File: config.mk
export PLATFORM = sky130hd
export DESIGN_NAME = p405s_dcu_store_data_buf
export DESIGN_NICKNAME = d
export VERILOG_FILES = /design/src/rtl/p405s_dcu_store_data_buf.sv
export SDC_FILE = /design/constraint.sdc
export NUM_CORES = 1
export LEC_CHECK = 0
export CAP_MARGIN = 20
export CELL_PAD_IN_SITES_DETAIL_PLACEMENT = 1
export CELL_PAD_IN_SITES_GLOBAL_PLACEMENT = 1
export CORE_UTILIZATION = 40
export CTS_CLUSTER_SIZE = 20
export DETAILED_ROUTE_END_ITERATION = 8
export HOLD_SLACK_MARGIN = 0.02
export PLACE_DENSITY_LB_ADDON = 0.12
export SYNTH_ARGS = -nofsm -noshare
export SYNTH_HDL_FRONTEND = slang
export SYNTH_SLANG_ARGS = --single-unit
File: constraint.sdc
create_clock -name CB -period 2.62 [get_ports CB]
set_input_delay 0.655 -clock CB [delete_from_list [all_inputs] [get_ports CB]]
set_output_delay 0.655 -clock CB [all_outputs]
set_load 0.03 [all_outputs]
File: src/rtl/p405s_dcu_store_data_buf.sv
// p405s_dcu_store_data_buf: two-entry store data buffer that aligns core store operands into byte lanes
// Ports:
//    CB, reset_NEG        clock; synchronous active-low reset
//    EXE_*                store operand (inverted), valid, byte offset, size, byte-reverse
//    DCU_flush            discard every buffered store
//    arrWrAccept          downstream consumes the head entry
//    storeHold            buffer full, core must hold its store
//    arrWrValid/Data/ByteEn   head entry towards the array/PLB
//    bypassMuxOut/Valid   youngest entry for the load-side bypass mux
//    alignErr             one-cycle pulse when an accepted store crossed a word boundary
module p405s_dcu_store_data_buf (
   input  logic         CB,
   input  logic         reset_NEG,
   input  logic [0:31]  EXE_dcuData_NEG,
   input  logic         EXE_storeValid,
   input  logic [30:31] EXE_storeAddr,
   input  logic [0:1]   EXE_storeSize,
   input  logic         EXE_byteReverse,
   input  logic         DCU_flush,
   input  logic         arrWrAccept,
   output logic         storeHold,
   output logic         arrWrValid,
   output logic [0:31]  arrWrData,
   output logic [0:3]   arrWrByteEn,
   output logic [0:31]  bypassMuxOut,
   output logic         bypassValid,
   output logic         alignErr
);
   typedef enum logic [1:0] {EMPTY, ONE, FULL} stateT;
   stateT       state, nextState;
   logic [0:31] secData, nHeadData, nSecData, nBypass;
   logic [0:3]  secBe, nHeadBe, nSecBe;
   logic [0:31] operand, revOp, justOp, alignData;
   logic [63:0] rotDbl;
   logic [0:3]  sizeMask, alignBe;
   logic [2:0]  laneCnt;
   logic        push, pop, clip, isByte, isHalf;
   assign storeHold   = state == FULL;
   assign arrWrValid  = state != EMPTY;
   assign bypassValid = state != EMPTY;
   assign push   = EXE_storeValid & ~storeHold & ~DCU_flush;
   assign pop    = arrWrValid & arrWrAccept;
   assign isByte = EXE_storeSize == 2'b00;
   assign isHalf = EXE_storeSize == 2'b01;
   assign operand = ~EXE_dcuData_NEG;
   assign revOp   = (!EXE_byteReverse || isByte) ? operand :
                    isHalf ? {operand[0:15], operand[24:31], operand[16:23]} :
                    {operand[24:31], operand[16:23], operand[8:15], operand[0:7]};
   assign justOp  = isByte ? {revOp[24:31], 24'h0} : isHalf ? {revOp[16:31], 16'h0} : revOp;
   // Rotating the doubled word right by the byte offset puts justified lane (k - addr) mod 4 into lane k.
   assign rotDbl    = {justOp, justOp} >> {EXE_storeAddr, 3'b000};
   assign alignData = rotDbl[31:0];
   assign sizeMask  = isByte ? 4'b1000 : isHalf ? 4'b1100 : 4'b1111;
   assign alignBe   = sizeMask >> EXE_storeAddr;
   assign laneCnt   = isByte ? 3'd1 : isHalf ? 3'd2 : 3'd4;
   assign clip      = ({1'b0, EXE_storeAddr} + laneCnt) > 3'd4;
   always_comb begin
      nextState = state;
      nHeadData = arrWrData;
      nHeadBe   = arrWrByteEn;
      nSecData  = secData;
      nSecBe    = secBe;
      if (DCU_flush) begin
         nextState = EMPTY;
         nHeadData = '0;
         nHeadBe   = '0;
         nSecData  = '0;
         nSecBe    = '0;
      end else begin
         case (state)
            EMPTY: if (push) begin
               nextState = ONE;
               nHeadData = alignData;
               nHeadBe   = alignBe;
            end
            ONE: if (push) begin
               nextState = pop ? ONE : FULL;
               nHeadData = pop ? alignData : arrWrData;
               nHeadBe   = pop ? alignBe : arrWrByteEn;
               nSecData  = pop ? secData : alignData;
               nSecBe    = pop ? secBe : alignBe;
            end else if (pop) begin
               nextState = EMPTY;
               nHeadData = '0;
               nHeadBe   = '0;
            end
            FULL: if (pop) begin
               nextState = ONE;
               nHeadData = secData;
               nHeadBe   = secBe;
               nSecData  = '0;
               nSecBe    = '0;
            end
            default: begin
               nextState = EMPTY;
               nHeadData = '0;
               nHeadBe   = '0;
               nSecData  = '0;
               nSecBe    = '0;
            end
         endcase
      end
      // Empty slots are held at zero, so the tail select needs no extra valid gating.
      nBypass = nextState == FULL ? nSecData : nHeadData;
   end
   always_ff @(posedge CB) begin
      if (!reset_NEG) begin
         state        <= EMPTY;
         arrWrData    <= '0;
         arrWrByteEn  <= '0;
         secData      <= '0;
         secBe        <= '0;
         bypassMuxOut <= '0;
         alignErr     <= 1'b0;
      end else begin
         state        <= nextState;
         arrWrData    <= nHeadData;
         arrWrByteEn  <= nHeadBe;
         secData      <= nSecData;
         secBe        <= nSecBe;
         bypassMuxOut <= nBypass;
         alignErr     <= push & clip;
      end
   end
endmodule
# After elaboration in Yosys (flattened, before gate mapping)
# Cells that the tools add are included.
# word_totals
input_bits,42
ff_bits,107
out_inout_bits,72
# op_classes
eq_ne,9
bitwise_logic,9
magnitude_cmp,1
n_mux,37
reduce_logical,8
n_shift,2
n_addsub,1
# ops
cell,n
32-bit two-way mux,15
32-bit case mux with 3 select lines,2
64-bit by 5-bit >> shifter with 32-bit output,1
32-bit NOT,1
4-bit two-way mux,7
4-bit case mux with 3 select lines,2
2-bit two-way mux,7
3-bit two-way mux,3
2-bit inequality test (second input constant),4
2-bit case mux with 3 select lines,1
1-bit bitwise AND,4
2-bit by 1-bit == test with 1-bit output (second input constant),2
2-bit == test (second input constant),2
2-bit zero test,2
1-bit NOT,4
4-bit AND reduction,1
4-bit by 2-bit >> shifter with 4-bit output,1
2-bit by 3-bit adder with 3-bit output,1
3-bit greater-than comparator (second input constant),1
3-bit AND reduction,1
2-bit by 1-bit inequality test with 1-bit output (second input constant),1
2-bit nonzero test,1
2-bit OR reduction,1
1-bit zero test,1
1-bit logical OR,1

# Longest topological paths before layout
# logic_depth
ltp_word,11
mapped_depth,9

# Least setup slack after synthesis
# OpenSTA, ideal clock, no wires.
# synth_timing
path_kind,in2reg
startpoint,input port EXE_storeAddr[30] (netlist name)
endpoint,register alignErr
stages,7
path_buffers,2
setup_time_ns,0.092
arrival_time_ns,2.079
setup_slack_ns,0.449
required_ns,2.528
cell_sequence,inv_1 > buf_1 > clkbuf_1 > fa_1 > nand2_1 > nand2_1 > nor4_1
# synth_between
elab_chain_cells,3
# synth_rtl
element,line,text
start: declaration,16,"input logic [30:31] EXE_storeAddr,"
2-bit by 3-bit adder with 3-bit output,56,"assign clip = ({1'b0, EXE_storeAddr} + laneCnt) > 3'd4;"
3-bit greater-than comparator,56,
1-bit bitwise AND,122,alignErr <= push & clip;
end signal: assignment,122,
end: declaration,27,output logic alignErr
# Every way passes these cells.
# A chain may end at the register's enable or synchronous reset.

# Final worst setup path
# layout_timing
startpoint,input port EXE_storeValid
endpoint,register bypassMuxOut[31] (netlist name)
# layout_between
elab_chain_cells,7
# layout_rtl
element,line,text
start: declaration,15,"input logic EXE_storeValid,"
1-bit bitwise AND (*) (2 in a row),41,assign push = EXE_storeValid & ~storeHold & ~DCU_flush;
2-bit two-way mux (on tied branches),"76, 71",
2-bit case mux with 3 select lines,70,case (state)
2-bit two-way mux,63,if (DCU_flush) begin
2-bit == test,104,nBypass = nextState == FULL ? nSecData : nHeadData;
32-bit two-way mux (*),104,
end signal: assignment,121,bypassMuxOut <= nBypass;
end: declaration,25,"output logic [0:31] bypassMuxOut,"
# Every way passes the cells marked *; elsewhere a longest branch is shown, timed or not.

==> impl_metrics.toml <==
[cts]
clock_latency_ns = 0.36
clock-sinks = 107
path_clk_slew_ns = 0.08
cts_buffer_depth = 2
cts_root_buf = "clkbuf_16"
postCtsSetupBuffers = 0
htreeDepth = 3
cts_tree = "done"
cts_buffers = 9

[global_route]
grt_max_degree = 31
grt_use_total_pct = 32.5
grt_overflow = 0
grt_pass1_wl_mm = 41.5
grt_pass1_vias = 7615
antenna_found_initial = 0

[sta]
rsz0062_at_grt = "no"
fin_crit_sh_pct = 96.4
fin_hold_ws_ns = 0.471
setup_violations = 0
fmax_mhz = 396
finClkSkew_ns = 0.00690
hold_viol = 0
slew-limit-headroom_pct = 59.9
period_needed_ns = 2.53
tightestPinTransition_ns = 0.602
report.final.slew_viol_count = 0

[setup_path]
crit_chain = "clkdlybuf4s50_1 > buf_4 > nor2b_1 > buf_4 > o22ai_2 > buf_12 > a222oi_1 > a21boi_0 > o22ai_1"
required_ns = 2.85
critPathTopFamily = "buffers and inverters"
slowest_delay_ns = 0.54
crit_top_cell = "buf_4"
endpoint_kind = "register"
r2r-start = "state[0]$_SDFF_PN0_"
worstPathMaxFanout = 28
crit_type = "input port to register"
startpoint = "EXE_storeValid"
slowest_stage = "clkdlybuf4s50_1"
arrival_ns = 2.76
startpoint_type = "input port"
cp_num_buf_inv = 4

[floorplan]
die_h_um = 130
ioPinCount = 114
initial_utilization_pct = 41.0
die_w_um = 130
rows = 46
dieArea_mm2 = 0.0168
core-area_mm2 = 0.0159

[logic_synthesis]
yosysSeqAreaShare_pct = 32.9
synth_top_family_by_area = "compound AO/OA/AOI/OAI gates"
yosysWarnings = 0
syn_area_mm2 = 0.00651
yosys.area_share.xor_xnor_pct = 0.827
synthFlopType = "dfxtp_1"
synth_edf_count = 0
synth_simple_gate_area_share_pct = 18.7
synth_compound_area_share_pct = 32.7
ys_seq_elements = 107
async_flop_share_pct = 0
synthAdderAreaFrac_pct = 0.692
muxShareOfSynthArea_pct = 8.38
avgSynthCellArea_um2 = 8.64
synthCells = 753
synth_cell_types = 89
synth_fp_nets = 798

[route]
ant_nets = 0
wire_per_inst_um = 22.6
via_per_inst = 6.05
drt-initial-drc-count = 399
drcViolationCount = 0
firstDrtPassIters = 5
num_vias = 7157
wl_mm = 26.7

[min_path]
worst_hold_path_type = "register to register"
hold_start = "secBe[3]$_SDFFE_PP0P_"

[final_layout]
final_cell_area_mm2 = 0.00909
antennaDiodeCount = 0
drive_gt1_share_pct = 23.4
area_growth_pct = 39.6
fin_nets = 1006
fill_cells = 1881

[placement]
numPortBuffers = 113
gp_congestion = 0.916
dp_hpwl_mm = 20.2
dpl_cell_area_mm2 = 0.00877

[pwr]
power.leakage_nw = 3.40
peakVddDrop_mv = 0.344
power_density_mw_per_mm2 = 451

[flow_run]
cap_violations = 0

[outcome]
status = "finished, final reports clean"
[placed cells by master, fill, tap and decap left out, types with 4 or more instances in the layout]
| cell type | instances |
|---|---|
| buf_4 | 137 |
| clkdlybuf4s50_1 | 109 |
| dfxtp_1 | 107 |
| nor2_1 | 92 |
| a21oi_1 | 61 |
| nand2_1 | 43 |
| a22oi_1 | 29 |
| o21ai_0 | 24 |
| mux2i_1 | 23 |
| nor2b_1 | 21 |
| o22ai_1 | 19 |
| a211oi_1 | 17 |
| o221ai_1 | 15 |
| nand2b_1 | 14 |
| o21ai_1 | 13 |
| o221a_2 | 11 |
| buf_12 | 10 |
| nand3b_1 | 9 |
| nand3_1 | 9 |
| a32oi_1 | 9 |
| and2_1 | 9 |
| mux2_2 | 9 |
| clkbuf_16 | 9 |
| a31oi_1 | 8 |
| o2bb2ai_1 | 8 |
| mux4_2 | 7 |
| nor3_1 | 7 |
| and3_1 | 7 |
| a21o_1 | 6 |
| o21a_1 | 6 |
| o211ai_1 | 6 |
| inv_1 | 6 |
| nand4_1 | 4 |
| a221oi_2 | 4 |
| and3b_1 | 4 |
| o31ai_1 | 4 |
| nor3b_1 | 4 |
| a221oi_1 | 4 |
[tightest hold or removal path, cell delays in order, from the launching register on]
cell	delay (ns)
dfxtp_1	0.32
nand2_1	0.06
a21oi_1	0.05
[registers in the layout, indices dropped and copies added, names as in the netlist]
register and cells:
alignErr 1, arrWrByteEn 4, arrWrData 32, bypassMuxOut 32, secBe 4, secData 32
state 2
[Yosys cell counts (13+ instances only)]
| library cell | n | area share (%) |
|---|---|---|
| a211oi_1 | 18 | 2.1 |
| a21oi_1 | 61 | 4.7 |
| a22oi_1 | 29 | 3.3 |
| buf_2 | 18 | 1.4 |
| clkbuf_1 | 26 | 1.5 |
| dfxtp_1 | 107 | 33 |
| mux2i_1 | 23 | 3.5 |
| nand2_1 | 43 | 2.5 |
| nand2b_1 | 14 | 1.3 |
| nor2_1 | 92 | 5.3 |
| nor2b_1 | 21 | 2.0 |
| o21ai_0 | 24 | 1.8 |
| o21ai_1 | 13 | 1.0 |
| o221ai_1 | 15 | 2.0 |
| o22ai_1 | 19 | 1.8 |
[per-stage QoR]
| stage | cells | TNS, ns | total power, mW | utilization [%] | worst slack [ns] |
|---|---|---|---|---|---|
| floorplan | 753 | 0 | 2.25 | - | 0.449 |
| global placement | 1166 | -1.97 | 2.71 | 55.2 | -0.109 |
| finish | 1182 | 0 | 4.09 | 57.2 | 0.0945 |
| global route | 1182 | 0 | 4.25 | 57.2 | 0.0207 |
| CTS | 1182 | 0 | 4.10 | 57.1 | 0.0375 |
| detailed placement | 1166 | -5.49 | 2.73 | 55.2 | -0.303 |
[kinds of logic after synthesis]
group / count (synthesis)
buffers and inverters: 70
AO/OA/AOI/OAI: 285
XOR/XNOR: 4
AND/OR/NAND/NOR: 241
multiplexers: 43
adder cells (fa/ha/maj): 3
flip-flops: 107
[layer usage]
| metal | up-vias | global-route usage, % | part of all wire (%) |
|---|---|---|---|
| met5 | - | 0 | 0 |
| met3 | 76 | 4.95 | 5.3 |
| met2 | 249 | 57.2 | 50 |
| li1 | 3283 | - | - |
| met1 | 3549 | 38.9 | 41 |
| met4 | 0 | 14.9 | 3.9 |
[power by group]
group / switching, mW / total [mW] / internal, mW
Clock: 0.702 / 1.38 / 0.677
Combinational: 0.587 / 1.05 / 0.459
Sequential: 0.0178 / 1.67 / 1.65
Total: 1.31 / 4.09 / 2.79
[layout make-up]
type                            count  area, µm²  share of cell area [%]
Clock buffer                        9        225                    2.48
Sequential cell                   107       2140                    23.6
Tap cell                          216        270                    2.97
Inverter                            8       30.0                   0.330
Timing Repair Buffer              259       2330                    25.7
Clock inverter                      7       82.6                   0.909
Multi-Input combinational cell    576       4000                    44.0
[final timing paths]
path | cells after the start | slack [ns] | end
setup / recovery | 9 | 0.09 | bypassMuxOut[31]$_SDFF_PN0_
hold / removal | 2 | 0.47 | secBe[3]$_SDFFE_PP0P_
setup reg to reg | 7 | 0.22 | bypassMuxOut[31]$_SDFF_PN0_
hold reg to reg | 2 | 0.47 | secBe[3]$_SDFFE_PP0P_
[repair_timing]
item / 4_1_cts / 5_1_grt
endpoints found under the hold margin: 0 / 0
gates resized for setup: 0 / 2
hold buffers: 0 / 0
endpoints found under the setup margin: 0 / 1
Note: power is estimated with default switching activity, not from simulation.
